===== src/rtl/imm_pkg.sv =====
// Shared encodings for the immediate extender: fill modes, skid states, width limits.
package imm_pkg;

  localparam logic [1:0] IMM_MODE_SEXT  = 2'b00;
  localparam logic [1:0] IMM_MODE_ZEXT  = 2'b01;
  localparam logic [1:0] IMM_MODE_ONES  = 2'b10;
  localparam logic [1:0] IMM_MODE_UPPER = 2'b11;

  localparam int MIN_IN_W  = 1;
  localparam int MAX_OUT_W = 32;

  typedef enum logic [1:0] {
    SKID_EMPTY = 2'd0,
    SKID_ONE   = 2'd1,
    SKID_FULL  = 2'd2
  } skid_state_e;

  function automatic bit widths_legal(input int in_w, input int out_w);
    return (in_w >= MIN_IN_W) && (in_w <= out_w) && (out_w <= MAX_OUT_W);
  endfunction

endpackage


===== src/rtl/imm_extend_core.sv =====
// Combinational immediate widening in one of four fill modes; with IMM_SHIFT_EN the
// widened value is then shifted left by a shift amount, zeroing when the amount reaches OUT_W.
module imm_extend_core
  import imm_pkg::*;
#(
  parameter int IN_W    = 2,
  parameter int OUT_W   = 8,
  parameter int SHAMT_W = 3
) (
  input  logic [IN_W-1:0]    imm,
  input  logic [1:0]         mode,
`ifdef IMM_SHIFT_EN
  input  logic [SHAMT_W-1:0] shamt,
`endif
  output logic [OUT_W-1:0]   ext
);

  localparam logic [OUT_W-1:0] LO_MASK = OUT_W'({IN_W{1'b1}});

  logic [OUT_W-1:0] base;
  logic [OUT_W-1:0] widened;

  assign base = OUT_W'(imm);

  // With IN_W == OUT_W the high mask is empty and the upper shift is zero, so every mode passes imm through.
  always_comb begin
    widened = base;
    case (mode)
      IMM_MODE_SEXT:  widened = imm[IN_W-1] ? (base | ~LO_MASK) : base;
      IMM_MODE_ZEXT:  widened = base;
      IMM_MODE_ONES:  widened = base | ~LO_MASK;
      IMM_MODE_UPPER: widened = base << (OUT_W - IN_W);
      default:        widened = base;
    endcase
  end

`ifdef IMM_SHIFT_EN
  always_comb begin
    ext = '0;
    if (32'(shamt) < OUT_W) ext = widened << shamt;
  end
`else
  assign ext = widened;
`endif

endmodule


===== src/rtl/imm_extend_pipe.sv =====
// Handshaked immediate extender: 1-cycle latency into a registered output stage backed by a
// 1-entry skid; in_ready is a flop so out_ready never reaches it combinationally. Option: IMM_SHIFT_EN.
module imm_extend_pipe
  import imm_pkg::*;
#(
  parameter int IN_W    = 2,
  parameter int OUT_W   = 8,
  parameter int SHAMT_W = 3
) (
  input  logic               clk,
  input  logic               reset,
  input  logic               in_valid,
  output logic               in_ready,
  input  logic [IN_W-1:0]    in_imm,
  input  logic [1:0]         in_mode,
`ifdef IMM_SHIFT_EN
  input  logic [SHAMT_W-1:0] in_shamt,
`endif
  output logic               out_valid,
  input  logic               out_ready,
  output logic [OUT_W-1:0]   out_imm
);

  if (!widths_legal(IN_W, OUT_W)) begin : g_bad_widths
    $error("imm_extend_pipe: illegal IN_W/OUT_W combination");
  end

  skid_state_e      state_q, state_d;
  logic             out_valid_q, out_valid_d;
  logic [OUT_W-1:0] out_imm_q, out_imm_d;
  logic [OUT_W-1:0] skid_imm_q, skid_imm_d;
  logic             skid_empty_q, skid_empty_d;
  logic [OUT_W-1:0] ext;
  logic             in_fire;
  logic             out_fire;

  imm_extend_core #(
    .IN_W    (IN_W),
    .OUT_W   (OUT_W),
    .SHAMT_W (SHAMT_W)
  ) u_core (
    .imm   (in_imm),
    .mode  (in_mode),
`ifdef IMM_SHIFT_EN
    .shamt (in_shamt),
`endif
    .ext   (ext)
  );

  // skid_empty_q resets to 1 so in_ready rises in the very first cycle after reset drops.
  assign in_ready  = ~reset & skid_empty_q;
  assign out_valid = out_valid_q;
  assign out_imm   = out_imm_q;
  assign in_fire   = in_valid & in_ready;
  assign out_fire  = out_valid_q & out_ready;

  always_comb begin
    state_d      = state_q;
    out_valid_d  = out_valid_q;
    out_imm_d    = out_imm_q;
    skid_imm_d   = skid_imm_q;
    skid_empty_d = skid_empty_q;
    case (state_q)
      SKID_EMPTY: begin
        if (in_fire) begin
          state_d     = SKID_ONE;
          out_valid_d = 1'b1;
          out_imm_d   = ext;
        end
      end
      SKID_ONE: begin
        if (in_fire && out_fire) begin
          out_imm_d = ext;
        end else if (in_fire) begin
          state_d      = SKID_FULL;
          skid_imm_d   = ext;
          skid_empty_d = 1'b0;
        end else if (out_fire) begin
          state_d     = SKID_EMPTY;
          out_valid_d = 1'b0;
        end
      end
      SKID_FULL: begin
        if (out_fire) begin
          state_d      = SKID_ONE;
          out_imm_d    = skid_imm_q;
          skid_empty_d = 1'b1;
        end
      end
      default: begin
        state_d      = SKID_EMPTY;
        out_valid_d  = 1'b0;
        skid_empty_d = 1'b1;
      end
    endcase
  end

  always_ff @(posedge clk or posedge reset) begin
    if (reset) begin
      state_q      <= SKID_EMPTY;
      out_valid_q  <= 1'b0;
      out_imm_q    <= '0;
      skid_imm_q   <= '0;
      skid_empty_q <= 1'b1;
    end else begin
      state_q      <= state_d;
      out_valid_q  <= out_valid_d;
      out_imm_q    <= out_imm_d;
      skid_imm_q   <= skid_imm_d;
      skid_empty_q <= skid_empty_d;
    end
  end

endmodule


===== config.mk =====
export PLATFORM = sky130hd
export DESIGN_NAME = imm_extend_pipe
export DESIGN_NICKNAME = d
export VERILOG_FILES = /design/src/rtl/imm_pkg.sv /design/src/rtl/imm_extend_core.sv /design/src/rtl/imm_extend_pipe.sv
export SDC_FILE = /design/constraint.sdc
export NUM_CORES = 1
export LEC_CHECK = 0
export CAP_MARGIN = 20
export CORE_MARGIN = 3
export CORE_UTILIZATION = 47
export CTS_CLUSTER_SIZE = 16
export DETAILED_ROUTE_END_ITERATION = 10
export PLACE_DENSITY_LB_ADDON = 0.08
export SLEW_MARGIN = 10
export SYNTH_ARGS = -nofsm -noshare
export SYNTH_HDL_FRONTEND = slang
export SYNTH_SLANG_ARGS = --single-unit
export TNS_END_PERCENT = 1

===== constraint.sdc =====
create_clock -name clk -period 2 [get_ports clk]
set_input_delay 0.4 -clock clk [delete_from_list [all_inputs] [get_ports clk]]
set_output_delay 0.4 -clock clk [all_outputs]
set_load 0.01 [all_outputs]

==> results of run 1 <==
-- metrics by stage --
| stage | instance area, µm² | hold WS [ns] | utilization | cells |
|---|---|---|---|---|
| 2_1_floorplan | 732 | 0.289 | - | 65 |
| 3_3_place_gp | 910 | 0.460 | 0.658 | 95 |
| 3_5_place_dp | 910 | 0.467 | 0.658 | 95 |
| 4_1_cts | 936 | 0.484 | 0.677 | 99 |
| 5_1_grt | 936 | 0.503 | 0.677 | 99 |
| 6_report | 936 | 0.480 | 0.677 | 99 |
-- cell type report --
type / count / area [µm²]
Fill cell: 111 / 447
Multi-Input combinational cell: 44 / 343
Clock buffer: 4 / 26.3
Timing Repair Buffer: 19 / 185
Sequential cell: 14 / 352
Inverter: 3 / 11.3
Tap cell: 15 / 18.8
-- worst paths after layout --
check	to	slack [ns]	cells after the start
setup reg to reg	out_imm[1]	0.40	4
hold reg to reg	skid_imm_q[6]	0.48	1
setup / recovery	in_ready	0.08	3
hold / removal	skid_imm_q[6]	0.48	1
min in group asynchronous	state_q[0]	0.51	2
max in group asynchronous	skid_empty_q	1.12	2
-- layer usage --
metal	routed length (µm)	vias up	track usage
li1	-	268	-
met1	669	263	0.220
met2	636	13	0.253
met3	91	2	0.0711
met4	9	0	0.0526
met5	0	-	0
-- cells in the mapped netlist --
master and count:
dfstp_2 1, a21o_2 1, nor2_1 2, o21a_1 2, nand2_1 6, a21oi_1 2, buf_4 3, o21ai_0 3
nor2b_1 1, inv_1 3, nand2b_1 1, nand3b_1 2, o21bai_1 1, and2_1 1, a21boi_0 3, nand3_2 1
clkbuf_1 1, a31oi_1 2, a21o_1 2, a22oi_4 1, dfrtp_1 13, mux2i_1 1, nand3_1 1, and4bb_4 1
o2bb2ai_1 1, mux2_2 9
-- registers in the layout (all words and copies together), names as in the netlist --
name	cells
out_imm	5
out_valid	1
skid_empty_q	1
skid_imm_q	5
state_q	2
-- cells in the final DEF, fill, tap and decap left out, types with 3 or more instances in the layout --
master / instances
a21boi_0: 3
inv_1: 3
dfrtp_1: 13
o21ai_0: 3
clkbuf_4: 3
mux2_2: 9
nand2_1: 6
clkdlybuf4s50_1: 17
-- power breakdown --
part | total, mW | switching [mW] | leakage, nW | internal, mW
combinational | 0.0300 | 0.0146 | 0.229 | 0.0154
clock | 0.167 | 0.0897 | 0.0150 | 0.0775
sequential | 0.283 | 0 | 0.187 | 0.283
total | 0.480 | 0.104 | 0.430 | 0.376
-- critical path: stages --
cell and delay, ns:
clkdlybuf4s50_1 0.44, nor2b_1 0.13, clkdlybuf4s50_1 0.55
-- cells by family after synthesis --
logic type      share of synthesized area
buf+inv                            0.0513
mux                                 0.152
compound gates                      0.186
simple gates                        0.130
flops                               0.480
==> out/results.tsv, run 1 <==
metric	value	unit
numCtsBuffers	3	
clock-sinks	14	
final_max_slew_viol_count	0	
drt_wl_total	1.41	mm
vias	546	
powerDensity	513	nW/µm²
dp_slack	-0.0498	ns
initial_core_util	0.529	
portBuffers	17	
cts-resized-gates	0	
syn-num-nets	73	
dp_hpwl	1.09	mm
ir_worst_vdd	0.000458	V
hold_path.class	reg2reg	
grt_pass1_vias	545	
ios	18	
setup_slack	0.0811	ns
crit_fanout	4	
grt_max_degree	15	
clock.fmax	0.521	GHz
ctsHoldBuffers	0	
htreeDepth	1	
ys_warn_count	0	
wire_per_inst	14.2	µm
synthDistinctLibCells	26	
synth_area_leader_cell	dfrtp_1	
cap_violations	0	
finalCriticalPeriod	1.92	ns
drt_first_iter_violations	10	
area_growth	27.9	%
antenna_found_initial	0	
clock_skew	0.0112	ns
finalHoldViolCount	0	
overflow	0	
die_w	45.5	µm
n_antenna_cell	0	
drive_above_1_share	0.226	
tightest_slew	0.529	ns
synthCells	65	
nets	93	
synth_top_cell_area_share	0.444	
p_leak	0.430	nW
core	1380	µm²
rsz0062_at_grt	false	
drt-pass1-iter-count	3	
critical_path_class	in2out	
cts.reportedPaths.clkPinSlew	0.07	ns
clockBufferDepth	2	
syn_area	732	µm²
place.gp.congestion	0.750	
root_buffer	clkbuf_4	
rows	13	
drc	0	
ys_seq_area_frac	0.480	
die_area	2070	µm²
synth_seq_cells	14	
grt_first_pass_wirelength	2.47	mm
startpoint	reset	
postCtsSetupRepairBufs	0	
synthTopCellsByArea	dfrtp_1 44%, mux2_2 14%, dfstp_2 3.6%	
cp-end-kind	output port	
grt.total_usage	0.169	
period_share	0.959	
critPathLaunchType	input port	
worstPathArrival	1.52	ns
clk-insertion-delay-late	0.29	ns
antenna_left	0	
syn_area_per_cell	11.3	µm²
finalPower	0.480	mW
crit_required	1.60	ns
vias_per_cell	5.52	
max_slew_margin	0.647	
setup-tns-final	0	ns
die_h	45.5	µm
holdCritStartpoint	skid_imm_q[6]	
cts_tree	done	
reg2reg_from	out_valid	
status	completed	
finalSetupViolations	0	
No activity file was read; power rests on OpenSTA's default activity.
==> run 2, diff against run 1 <==
--- a/config.mk
+++ b/config.mk
@@ -10,8 +10,9 @@
 export CORE_UTILIZATION = 47
 export CTS_CLUSTER_SIZE = 16
 export DETAILED_ROUTE_END_ITERATION = 10
+export MAX_ROUTING_LAYER = met4
 export PLACE_DENSITY_LB_ADDON = 0.08
-export SLEW_MARGIN = 10
+export SLEW_MARGIN = 25
 export SYNTH_ARGS = -nofsm -noshare
 export SYNTH_HDL_FRONTEND = slang
 export SYNTH_SLANG_ARGS = --single-unit
==> run 2 against run 1 <==
- utilization unchanged
- final area unchanged
- critical path type unchanged
- global-route usage increased by 0.50 points
- flip-flop and latch count unchanged
- fmax unchanged
- critical path depth unchanged
- first-iteration DRC count unchanged
- largest power group unchanged
- sequential share of layout area unchanged
- highest routed layer unchanged
- hold slack about the same
- register-to-register slack about the same
- clock-buffer cell count unchanged
==> out/results.tsv, run 2 (synthesized netlist as in run 1, its figures left out) <==
metric	value	unit	change
powerDensity	513	nW/µm²	about the same
clk-insertion-delay-late	0.29	ns	about the same
grt_max_degree	15		unchanged
drt_first_iter_violations	10		unchanged
critPathLaunchType	input port		
clockBufferDepth	2		unchanged
nets	93		unchanged
internal_power	0.376	mW	about the same
p_seq_frac	0.589		about the same
die_area	2070	µm²	unchanged
ios	18		unchanged
setup_slack	0.0811	ns	unchanged
cpMaxStageDelayCell	clkdlybuf4s50_1		
power_switching	0.104	mW	about the same
p_leak	0.430	nW	unchanged
worstPathCellList	clkdlybuf4s50_1, nor2b_1, clkdlybuf4s50_1		
core	1380	µm²	unchanged
clock.fmax	0.521	GHz	unchanged
finalSetupViolations	0		unchanged
slowest_delay	0.55	ns	about the same
critical_path_class	in2out		
nFillCells	111		unchanged
holdCritStartpoint	skid_imm_q[6]		
die_h	45.5	µm	unchanged
initial_core_util	0.529		unchanged
grt.total_usage	0.174		+0.00499
cts_tree	done		
antenna_left	0		unchanged
rr_worst_depth	4		unchanged
finalHoldViolCount	0		unchanged
combPwrFrac	0.062		about the same
tightest_slew	0.529	ns	+0.0000909 ns
root_buffer	clkbuf_4		
globalRouteMet2Util	0.253		unchanged
finalPower	0.480	mW	about the same
overflow	0		unchanged
cap_violations	0		unchanged
cpMostUsedCell	clkdlybuf4s50_1		
crit_fanout	4		unchanged
gr-usage-met1	0.220		unchanged
drive_above_1_share	0.226		unchanged
period_share	0.959		unchanged
busiest_layer	met2		
reg2reg_from	out_valid		
dp_slack	-0.0498	ns	unchanged
numCtsBuffers	3		unchanged
postCtsSetupRepairBufs	0		unchanged
vias	546		unchanged
r2r_slack	0.40	ns	about the same
finalCriticalPeriod	1.92	ns	unchanged
drc	0		unchanged
drt_wl_total	1.41	mm	unchanged
fin_area	936	µm²	unchanged
portBuffers	17		unchanged
status	completed		
ir_worst_vdd	0.000458	V	about the same
r2r-end	out_imm[1]		
cts-resized-gates	0		unchanged
htreeDepth	1		unchanged
grt_pass1_vias	546		+0.18%
crit_required	1.60	ns	about the same
final_max_slew_viol_count	0		unchanged
clock_skew	0.0112	ns	-0.0000320 ns
drt-pass1-iter-count	3		unchanged
swShare	0.217		about the same
cp-end-kind	output port		
die_w	45.5	µm	unchanged
place_inst	95		unchanged
worstPathArrival	1.52	ns	about the same
max_slew_margin	0.647		about the same
layout_common_cells	17 x clkdlybuf4s50_1, 13 x dfrtp_1, 9 x mux2_2		
layout_commonest_cell	clkdlybuf4s50_1		
dp_hpwl	1.09	mm	unchanged
rsz0062_at_grt	false		
final_cells	99		unchanged
vias_per_cell	5.52		unchanged
rows	13		unchanged
grt_first_pass_wirelength	2.46	mm	-0.28%
placed_area	910	µm²	unchanged
clock-sinks	14		unchanged
wire_per_inst	14.2	µm	unchanged
holdPathEnd	skid_imm_q[6]		
hold_path.class	reg2reg		
grtUsageMet3	0.0711		unchanged
ctsHoldBuffers	0		unchanged
place.gp.congestion	0.759		+1.3%
hold_path_depth	1		unchanged
antenna_found_initial	0		unchanged
area_growth	27.9	%	unchanged
power_frac_clock	0.348		about the same
n_antenna_cell	0		unchanged
cts.reportedPaths.clkPinSlew	0.07	ns	about the same
==> run 2: cell counts in the layout (fill, tap and decap cells not counted) <==
Identical to the previous run, type by type.
==> run 2: worst max path at each step <==
| stage | depth (start not counted) | endpoint | start | slack, ns |
|---|---|---|---|---|
| final | 3 | in_ready | reset | 0.08 |
| after global routing | 2 | in_ready | skid_empty_q | 0.01 |
| after global placement | 5 | out_imm[6] | reset | -0.03 |
| after detailed placement | 5 | out_imm[6] | reset | -0.05 |
| after CTS | 3 | in_ready | reset | 0.08 |
| after floorplan | 4 | out_imm[0] | out_valid | 0.49 |
==> run 2: power by group through the flow <==
stage	Clock [mW]	Combinational (mW)	Sequential, mW
final	0.167	0.0300	0.283
after global routing	0.186	0.0333	0.283
after CTS	0.171	0.0303	0.283
after detailed placement	0	0.0304	0.288
after global placement	0	0.0296	0.288
after floorplan	0	0.0108	0.288
==> run 2: routing by layer <==
layer	vias up	wire length (µm)
li1	268	-
met4	0	9
met2	13	638
met1	263	669
met3	2	89
met5	-	0
==> run 2: worst max-delay path, delay by kind of cell <==
| family | cells | cell delay, ns |
|---|---|---|
| buf+inv | 2 | 0.99 |
| simple gates | 1 | 0.13 |
==> run 2: per-stage QoR <==
stage | utilization | setup TNS (ns) | hold slack, ns
after floorplan | - | 0 | 0.289
after global placement | 0.658 | -0.113 | 0.460
after detailed placement | 0.658 | -0.235 | 0.467
after CTS | 0.677 | 0 | 0.484
after global routing | 0.677 | 0 | 0.503
final | 0.677 | 0 | 0.480
==> run 2: area by class of cell <==
class                           count  area (µm²)  share of cell area
Clock buffer                        4        26.3              0.0281
Sequential cell                    14         352               0.376
Timing Repair Buffer               19         185               0.198
Inverter                            3        11.3              0.0120
Multi-Input combinational cell     44         343               0.366
Tap cell                           15        18.8              0.0201
==> run 3, diff against run 2 <==
--- a/config.mk
+++ b/config.mk
@@ -7,7 +7,7 @@
 export LEC_CHECK = 0
 export CAP_MARGIN = 20
 export CORE_MARGIN = 3
-export CORE_UTILIZATION = 47
+export CORE_UTILIZATION = 35
 export CTS_CLUSTER_SIZE = 16
 export DETAILED_ROUTE_END_ITERATION = 10
 export MAX_ROUTING_LAYER = met4
==> run 3 against run 2 <==
- die area up 29%
- hold slack better by 0.0059 ns
- sequential share of layout area shrank 0.88 points
- combinational power about the same
- utilization fell by 16 points
- worst setup slack better by 0.010 ns
- sequential power barely moved
- final cell count up 10%
- clock power up 21%
- register-to-register slack gained 0.04 ns
- final area increased by 2.4%
- wire length decreased by 5.3%
- critical path type unchanged
- largest power group unchanged
==> out/results.tsv, run 3 (synthesized netlist as in run 1, its figures left out) <==
metric	value	unit	change
cp-end-kind	output port		
drt_first_iter_violations	6		-4
critPathBufInv	2		unchanged
grt_first_pass_wirelength	2.28	mm	-7.6%
vias_per_cell	5.00		-9.3%
placed_area	922	µm²	+1.4%
final_cells	109		+10%
root_buffer	clkbuf_4		
critPathLaunchType	input port		
p_leak	0.436	nW	+1.4%
final_util	0.521		-0.156
cts_tree	done		
cp_top_family	buffers and inverters		
grt_max_degree	15		unchanged
slowest_delay	0.54	ns	about the same
rr_worst_depth	4		unchanged
layout_commonest_cell	clkdlybuf4s50_1		
powerDensity	537	nW/µm²	+4.8%
critical_path_class	in2out		
ir_worst_vdd	0.000438	V	-4.4%
cap_violations	0		unchanged
cpMostUsedCell	clkdlybuf4s50_1		
setup_slack	0.0912	ns	+0.0100 ns
finalPower	0.515	mW	+7.3%
portBuffers	17		unchanged
rsz0062_at_grt	false		
ctsHoldBuffers	0		unchanged
clk-insertion-delay-late	0.27	ns	-0.02 ns
setup-tns-final	0	ns	unchanged
clock-sinks	14		unchanged
wire_per_inst	12.2	µm	-14%
numCtsBuffers	3		unchanged
grt.total_usage	0.119		-0.0555
die_h	51.7	µm	+14%
grtUsageMet3	0.0344		-0.0368
finalSetupViolations	0		unchanged
clock.fmax	0.524	GHz	+0.53%
ios	18		unchanged
core	1840	µm²	+33%
fin_area	958	µm²	+2.4%
postCtsSetupRepairBufs	0		unchanged
n_antenna_cell	0		unchanged
worstPathCellList	clkdlybuf4s50_1, nor2b_1, clkdlybuf4s50_1		
tightest_slew	0.548	ns	+0.0183 ns
die_area	2680	µm²	+29%
worstPathArrival	1.51	ns	about the same
cts.reportedPaths.clkPinSlew	0.09	ns	+0.02 ns
busiest_layer	met2		
clock_skew	0.00291	ns	-0.00828 ns
grt_pass1_vias	517		-5.3%
antenna_left	0		unchanged
cp_num_cells	3		unchanged
hold_path_depth	1		unchanged
layout_common_cells	17 x clkdlybuf4s50_1, 13 x dfrtp_1, 9 x mux2_2		
dp_hpwl	1.05	mm	-3.5%
cts-resized-gates	0		unchanged
status	completed		
finalHoldViolCount	0		unchanged
hold_path.class	reg2reg		
max_slew_margin	0.634		-0.0122
place_inst	105		+11%
die_w	51.7	µm	+14%
clockBufferDepth	2		unchanged
initial_core_util	0.398		-0.131
globalRouteMet2Util	0.172		-0.0819
nets	93		unchanged
crit_required	1.60	ns	about the same
period_share	0.954		-0.00502
overflow	0		unchanged
dp_slack	-0.0680	ns	-0.0181 ns
final_max_slew_viol_count	0		unchanged
finalCriticalPeriod	1.91	ns	-0.0100 ns
rows	15		+2
place.gp.congestion	0.814		+7.3%
area_growth	30.9	%	
cpMaxStageDelayCell	clkdlybuf4s50_1		
drive_above_1_share	0.238		+0.0119
finalHoldWorstSlack	0.486	ns	+0.00586 ns
drc	0		unchanged
htreeDepth	1		unchanged
drt-pass1-iter-count	4		+1
drt_wl_total	1.33	mm	-5.3%
antenna_found_initial	0		unchanged
vias	545		-0.18%
gr-usage-met1	0.160		-0.0598
crit_fanout	4		unchanged
[run 3: per-layer routing]
layer  up-vias  part of all wire
met5         -                 0
met4         0            0.0045
met3         2             0.035
met2         9              0.44
met1       265              0.52
li1        269                 -
[run 3: path summary, 6_finish.rpt]
path	slack [ns]	start	endpoint
setup / recovery	0.09	reset	in_ready
setup reg to reg	0.44	out_valid	out_imm[5]
hold / removal	0.49	skid_imm_q[6]	skid_imm_q[6]
min in group asynchronous	0.53	reset	out_imm[0]
hold reg to reg	0.49	skid_imm_q[6]	skid_imm_q[6]
max in group asynchronous	1.11	reset	skid_empty_q
[run 3: where the power goes]
part	switching [mW]	internal (mW)	total, mW
clock network	0.0914	0.111	0.202
logic	0.0149	0.0154	0.0302
registers	0	0.283	0.283
[run 3: worst register-to-register path, stage by stage, from the launching register on]
cell     delay (ns)
dfrtp_1        0.42
and2_1         0.21
a21o_2         0.25
a22oi_4        0.21
mux2_2         0.36
[run 3: cell type report]
class	count	area, µm²
clock buffers	4	36.3
fillers	187	881
inverters	3	11.3
multi-input cells	44	343
flip-flops and latches	14	352
well taps	25	31.3
repair buffers	19	185
